**src/rtl/request_reader_if.sv**
```systemverilog
// request_reader_if: request-memory / motion-controller side signals of request_reader.
// timeout_err exists only when REQ_READER_TIMEOUT_EN is defined.
interface request_reader_if #(
  parameter int unsigned FLOORS = 8,
  parameter int unsigned IDX_W  = 3
);
  logic [FLOORS-1:0] req_vec;
  logic [IDX_W-1:0]  cur_floor;
  logic              floor_ready;
  logic [IDX_W-1:0]  floor_out;
  logic              floor_valid;
  logic              dir_up;
  logic [FLOORS-1:0] pending;
  logic [7:0]        served_cnt;
`ifdef REQ_READER_TIMEOUT_EN
  logic              timeout_err;

  // Reader side: consumes requests and ready, drives the offer.
  modport master (
    input  req_vec, cur_floor, floor_ready,
    output floor_out, floor_valid, dir_up, pending, served_cnt, timeout_err
  );

  // Controller / request-memory side.
  modport slave (
    output req_vec, cur_floor, floor_ready,
    input  floor_out, floor_valid, dir_up, pending, served_cnt, timeout_err
  );
`else
  // Reader side: consumes requests and ready, drives the offer.
  modport master (
    input  req_vec, cur_floor, floor_ready,
    output floor_out, floor_valid, dir_up, pending, served_cnt
  );

  // Controller / request-memory side.
  modport slave (
    output req_vec, cur_floor, floor_ready,
    input  floor_out, floor_valid, dir_up, pending, served_cnt
  );
`endif
endinterface

```
**src/rtl/request_reader.sv**
```systemverilog
// request_reader: accumulates floor requests in a sticky vector and offers them one at a
// time to the motion controller in SCAN (elevator sweep) order.
// Optional offer timeout: define REQ_READER_TIMEOUT_EN.
module request_reader #(
  parameter int unsigned FLOORS  = 8,
  parameter int unsigned IDX_W   = 3,
  parameter int unsigned TIMEOUT = 255
) (
  input logic              clk,
  input logic              reset,
  request_reader_if.master bus
);

  localparam logic [1:0] ST_IDLE  = 2'd0;
  localparam logic [1:0] ST_SCAN  = 2'd1;
  localparam logic [1:0] ST_OFFER = 2'd2;

  localparam logic [IDX_W-1:0] LAST_FLOOR = IDX_W'(FLOORS - 1);

  // Reject configurations the pointer or the timeout counter cannot represent.
  if (FLOORS < 2 || (64'd1 << IDX_W) < 64'(FLOORS) || TIMEOUT == 0) begin : g_bad_cfg
    $error("request_reader: invalid FLOORS/IDX_W/TIMEOUT combination");
  end

  logic [1:0]        state, state_nxt;
  logic [IDX_W-1:0]  ptr, ptr_nxt;
  logic              dir, dir_nxt;
  logic [FLOORS-1:0] pend, pend_nxt;
  logic              valid, valid_nxt;
  logic [7:0]        served, served_nxt;
  logic [FLOORS-1:0] clr_c;
  logic              accept_c;
  logic              at_end_c;

`ifdef REQ_READER_TIMEOUT_EN
  localparam int unsigned WAIT_W = $clog2(TIMEOUT + 1);

  logic [WAIT_W-1:0] wait_cnt, wait_nxt;
  logic              timeout, timeout_nxt;
`endif

  // State and output registers; synchronous active-low reset.
  always_ff @(posedge clk) begin
    if (!reset) begin
      state    <= ST_IDLE;
      ptr      <= '0;
      dir      <= 1'b1;
      pend     <= '0;
      valid    <= 1'b0;
      served   <= '0;
`ifdef REQ_READER_TIMEOUT_EN
      wait_cnt <= '0;
      timeout  <= 1'b0;
`endif
    end else begin
      state    <= state_nxt;
      ptr      <= ptr_nxt;
      dir      <= dir_nxt;
      pend     <= pend_nxt;
      valid    <= valid_nxt;
      served   <= served_nxt;
`ifdef REQ_READER_TIMEOUT_EN
      wait_cnt <= wait_nxt;
      timeout  <= timeout_nxt;
`endif
    end
  end

  // Next state: sticky request update, one-floor-per-cycle sweep, offer/accept handling.
  always_comb begin
    state_nxt  = state;
    ptr_nxt    = ptr;
    dir_nxt    = dir;
    served_nxt = served;
    clr_c      = '0;
    at_end_c   = dir ? (ptr == LAST_FLOOR) : (ptr == '0);
    accept_c   = (state == ST_OFFER) && bus.floor_ready;
`ifdef REQ_READER_TIMEOUT_EN
    wait_nxt    = wait_cnt;
    timeout_nxt = 1'b0;
`endif

    // The accepted floor's clear beats a same-cycle request for it.
    if (accept_c) begin
      clr_c = FLOORS'(1) << ptr;
    end
    pend_nxt = (pend | bus.req_vec) & ~clr_c;

    case (state)
      ST_IDLE: begin
        if (pend != '0) begin
          ptr_nxt   = bus.cur_floor;
          state_nxt = ST_SCAN;
        end
      end
      ST_SCAN: begin
        if (pend == '0) begin
          state_nxt = ST_IDLE;
        end else if (pend[ptr]) begin
          state_nxt = ST_OFFER;
`ifdef REQ_READER_TIMEOUT_EN
          wait_nxt  = '0;
`endif
        end else if (at_end_c) begin
          dir_nxt = ~dir;
        end else begin
          ptr_nxt = dir ? ptr + 1'b1 : ptr - 1'b1;
        end
      end
      ST_OFFER: begin
        if (accept_c) begin
          served_nxt = served + 8'd1;
          state_nxt  = (pend_nxt != '0) ? ST_SCAN : ST_IDLE;
        end
`ifdef REQ_READER_TIMEOUT_EN
        // Abandon a stalled offer: keep the request, move one floor on and resume sweeping.
        else if (wait_cnt == WAIT_W'(TIMEOUT - 1)) begin
          timeout_nxt = 1'b1;
          state_nxt   = ST_SCAN;
          if (at_end_c) begin
            dir_nxt = ~dir;
          end else begin
            ptr_nxt = dir ? ptr + 1'b1 : ptr - 1'b1;
          end
        end else begin
          wait_nxt = wait_cnt + 1'b1;
        end
`endif
      end
      default: begin
        state_nxt = ST_IDLE;
      end
    endcase

    valid_nxt = (state_nxt == ST_OFFER);
  end

  assign bus.floor_out   = ptr;
  assign bus.floor_valid = valid;
  assign bus.dir_up      = dir;
  assign bus.pending     = pend;
  assign bus.served_cnt  = served;
`ifdef REQ_READER_TIMEOUT_EN
  assign bus.timeout_err = timeout;
`endif

endmodule

```
**src/flat_wrapper.sv**
```systemverilog
// flat-port wrapper written by rule: the top's interface ports become plain ports
module request_reader_flat 
#(
  parameter int unsigned FLOORS  = 8,
  parameter int unsigned IDX_W   = 3,
  parameter int unsigned TIMEOUT = 255
)
  (clk, reset, bus_req_vec, bus_cur_floor, bus_floor_ready, bus_floor_out, bus_floor_valid, bus_dir_up, bus_pending, bus_served_cnt);
  request_reader_if #(.FLOORS(FLOORS), .IDX_W(IDX_W)) bus_i ();
  input logic clk;
  input logic reset;
  input wire logic [$bits(bus_i.req_vec)-1:0] bus_req_vec;
  input wire logic [$bits(bus_i.cur_floor)-1:0] bus_cur_floor;
  input wire logic [$bits(bus_i.floor_ready)-1:0] bus_floor_ready;
  output wire logic [$bits(bus_i.floor_out)-1:0] bus_floor_out;
  output wire logic [$bits(bus_i.floor_valid)-1:0] bus_floor_valid;
  output wire logic [$bits(bus_i.dir_up)-1:0] bus_dir_up;
  output wire logic [$bits(bus_i.pending)-1:0] bus_pending;
  output wire logic [$bits(bus_i.served_cnt)-1:0] bus_served_cnt;
  assign bus_i.req_vec = bus_req_vec;
  assign bus_i.cur_floor = bus_cur_floor;
  assign bus_i.floor_ready = bus_floor_ready;
  assign bus_floor_out = bus_i.floor_out;
  assign bus_floor_valid = bus_i.floor_valid;
  assign bus_dir_up = bus_i.dir_up;
  assign bus_pending = bus_i.pending;
  assign bus_served_cnt = bus_i.served_cnt;
  request_reader #(.FLOORS(FLOORS), .IDX_W(IDX_W), .TIMEOUT(TIMEOUT)) u_core (.clk(clk), .reset(reset), .bus(bus_i));
endmodule
```
**config.mk**
```make
export PLATFORM = sky130hd
export DESIGN_NAME = request_reader_flat
export DESIGN_NICKNAME = d
export VERILOG_FILES = /design/src/rtl/request_reader_if.sv /design/src/rtl/request_reader.sv /design/src/flat_wrapper.sv
export SDC_FILE = /design/constraint.sdc
export NUM_CORES = 1
export LEC_CHECK = 0
export BUFFER_PORTS_ARGS = -buffer_cell sky130_fd_sc_hd__buf_4
export CAP_MARGIN = 20
export CORE_UTILIZATION = 50
export DETAILED_ROUTE_END_ITERATION = 7
export GPL_TIMING_DRIVEN = 0
export PLACE_DENSITY = 0.79
export SYNTH_ARGS = -nofsm -noshare
export SYNTH_HDL_FRONTEND = slang
export SYNTH_SLANG_ARGS = --single-unit
export TNS_END_PERCENT = 5
```
**constraint.sdc**
```tcl
create_clock -name clk -period 2.4 [get_ports clk]
set_clock_uncertainty 0.2 [all_clocks]
set_input_delay 0.6 -clock clk [delete_from_list [all_inputs] [get_ports clk]]
set_output_delay 0.6 -clock clk [all_outputs]
set_load 0.01 [all_outputs]
```
==> results.toml <==
[routing]
avgViaCountPerCell = 5.791
wl_per_cell_um = 14.38
drc = 0
ant_nets = 0
first_iter_violations = 10
wl_um = 3092
first_pass_iters = 4
num_vias = 1245

[placement]
placed_cell_area_um2 = 1592
port_buffers = 34
dp.cells = 211
place_congestion = 0.8948
place_ws_ps = 36.17
place_hpwl_um = 2355

[floorplanning]
die_y_um = 52.97
core_area_um2 = 2455
die_w_um = 52.97
io-pin-count = 35
num_rows = 18
die_area_um2 = 2805
initial_core_util = 0.5291

[min_path]
min_path_cells = 2
holdPathEnd = "u_core.bus.served_cnt[7]"
hold_path.class = "reg -> reg"
min-delay-start = "u_core.bus.served_cnt[7]"

[clock_network]
hold_buffers = 0
cts.clk_slew.worst_paths_ps = 130
htree_num_levels = 1
post-cts-setup-buffers = 0
clockBufferDepth = 2
cts_root_buffer = "clkbuf_4"
clock_latency_ps = 320
cts_num_sinks = 23
cts_tree = "yes"
cts_made_buffers = 3
ctsResizeCount = 0

[worst_setup_path]
rr_startpoint = "u_core.bus.floor_out[1]"
path_class = "reg -> reg"
end_kind = "register"
cpPeakStageDelay_ps = 480
reg2reg_to = "u_core.bus.dir_up"
cp_cell_sequence = "buf_6 -> mux2_4 -> o22ai_4 -> nor2_2 -> nor4_4 -> mux2_1"
start_kind = "register"
cp_max_fo = 10
cp.required_ps = 2430
critPathSlowestCell = "dfxtp_1"
worst_r2r_path_depth = 6
r2r_slack_ps = 230
cp.arrival_ps = 2200

[status]
outcome = "completed"

[synth]
ys_seq_area_frac = 0.3545
synth_compound_area_frac = 0.2013
synth_top_family_by_area = "simple AND/OR/NAND/NOR gates"
synth_adder_area_share = 0.02505
syn_area_um2 = 1299
yosysWarnings = 0
synth_xor_area_frac = 0.05395
synth_mux_area_frac = 0.06455
mappedNetlistNets = 163
ys_seq_elements = 23
syn_inst = 147
synth.distinct_cells = 50
syn_avg_cell_area_um2 = 8.835
synth_simple_gate_area_share = 0.2582

[final_layout]
final_area_um2 = 1618
layoutNonFillerInstCount = 215
n_antenna_cell = 0
synthToLayoutAreaGrowth_pct = 24.57
drive_above_1_share = 0.2757
final_nets = 202
postLayoutCoreUtil = 0.6590

[power_and_ir_drop]
power_density_nw_per_um2 = 804.2
p_leak_nw = 0.6761
power.total_mw = 1.301
peakVddDrop_v = 0.0006221

[timing]
setup_ws_ps = 228.8
fin_crit_sh = 0.9047
hold_viol = 0
max_freq_mhz = 460.6
rsz0062_at_grt = "no"
setup_viol = 0
final_max_slew_viol_count = 0
tns_ps = 0
whs_ps = 340.5
slew_headroom = 0.6912
min_period_ps = 2171
worst-slew-pin-transition_ps = 451.6

[global_routing]
antenna_found_initial = 0
grt_use_total = 0.2515
grt_pass1_wl_um = 5195
grt_pass1_vias = 1213
grt_start_max_net_pins = 13
gr-total-overflow = 0

[run]
max-cap-violations = 0
==> per-layer routing <==
metal	share of wire	GRT usage	up-vias	wire length (um)
li1	-	-	622	-
met1	0.45	0.2997	593	1403
met2	0.49	0.4451	25	1528
met3	0.037	0.03448	5	113
met4	0.015	0.1053	0	46
met5	0	0	-	0
==> worst max-delay path: cells and delay by family (launching register included) <==
kind	cells	cell delay, ps
buffers and inverters	1	190
muxes	2	660
AOI/OAI and AO/OA	1	190
and+or+nand+nor	2	350
DFF	1	480
==> logic make-up (layout without fill, tap and decap cells) <==
| family | Yosys count | after routing |
|---|---|---|
| AND/OR/NAND/NOR | 60 | 60 |
| buffers and inverters | 11 | 49 |
| AO/OA/AOI/OAI | 36 | 36 |
| adder cells (fa/ha/maj) | 2 | 2 |
| XOR/XNOR | 8 | 8 |
| flip-flops | 23 | 23 |
| multiplexers | 7 | 7 |
==> synthesized netlist by cell type (all sizes together) <==
| library cell | n | area [um2] |
|---|---|---|
| o21ai | 7 | 35.03 |
| o21a | 1 | 7.510 |
| nand4 | 3 | 18.77 |
| o311ai | 1 | 8.760 |
| fa | 1 | 20.02 |
| o41ai | 1 | 8.760 |
| a22o | 1 | 8.760 |
| ha | 1 | 12.51 |
| xor2 | 5 | 43.79 |
| nor4b | 1 | 8.760 |
| mux2 | 5 | 63.81 |
| nand3 | 3 | 15.01 |
| xnor2 | 3 | 26.28 |
| a211oi | 2 | 15.01 |
| clkbuf | 3 | 11.26 |
| or3b | 1 | 8.760 |
| and3 | 1 | 6.260 |
| nand2b | 4 | 25.02 |
| and4 | 1 | 8.760 |
| a21o | 1 | 7.510 |
| o221a | 1 | 11.26 |
| nor3 | 3 | 15.01 |
| and3b | 1 | 8.760 |
| o211ai | 2 | 15.01 |
| or2 | 1 | 6.260 |
| or3 | 1 | 6.260 |
| and2 | 2 | 12.51 |
| nor2b | 3 | 18.77 |
| buf | 4 | 28.78 |
| o31a | 1 | 8.760 |
| mux2i | 2 | 20.02 |
| a31oi | 3 | 18.77 |
| nor2 | 15 | 58.81 |
| a32o | 1 | 10.01 |
| o22ai | 4 | 52.55 |
| a2111oi | 1 | 8.760 |
| nand2 | 10 | 37.54 |
| dfxtp | 23 | 460.4 |
| nand4b | 1 | 8.760 |
| a21oi | 9 | 45.04 |
| inv | 4 | 15.01 |
| nor4 | 9 | 71.32 |
==> registers in the layout, indices dropped and copies added (netlist names) <==
register and count:
u_core.bus.dir_up 1, u_core.bus.floor_out 3, u_core.bus.floor_valid 1, u_core.bus.pending 8, u_core.bus.served_cnt 8, u_core.state 2
==> cell usage in the layout (no fill, tap or decap), types with 3 or more instances in the layout <==
cell	n
buf_4	35
dfxtp_1	23
xnor2_1	3
nand2b_1	4
nor4_1	8
o21ai_0	6
clkbuf_4	3
clkbuf_1	4
nand3_1	3
xor2_1	5
a21oi_1	9
a31oi_1	3
nand2_1	10
nand4_1	3
nor2b_1	3
nor3_1	3
nor2_1	14
inv_1	4
==> cell type report <==
cell class | count | area [um2]
timing repair buffer | 34 | 255.2
clock buffer | 4 | 26.28
multi-input combinational | 113 | 783.3
fill | 208 | 837.1
tap | 30 | 37.54
buffer | 7 | 40.04
inverter | 4 | 15.01
sequential | 23 | 460.4
==> where the power goes <==
part           internal (mW)  switching (mW)  total [mW]
Sequential             0.434          0.0716       0.505
Clock                 0.0652           0.124       0.189
Combinational          0.276           0.331       0.606
Total                  0.775           0.526        1.30
==> worst max path at each step <==
stage	slack (ps)	cells after the start	endpoint	from
2_1_floorplan	350	6	u_core.bus.dir_up	u_core.bus.floor_out[1]
3_3_place_gp	80	7	u_core.state[0]	bus_floor_ready
3_5_place_dp	40	7	u_core.state[0]	bus_floor_ready
4_1_cts	240	6	u_core.bus.dir_up	u_core.bus.floor_out[1]
5_1_grt	140	6	u_core.bus.dir_up	u_core.bus.floor_out[1]
6_report	230	6	u_core.bus.dir_up	u_core.bus.floor_out[1]
No activity file was read; power rests on OpenSTA's default activity.
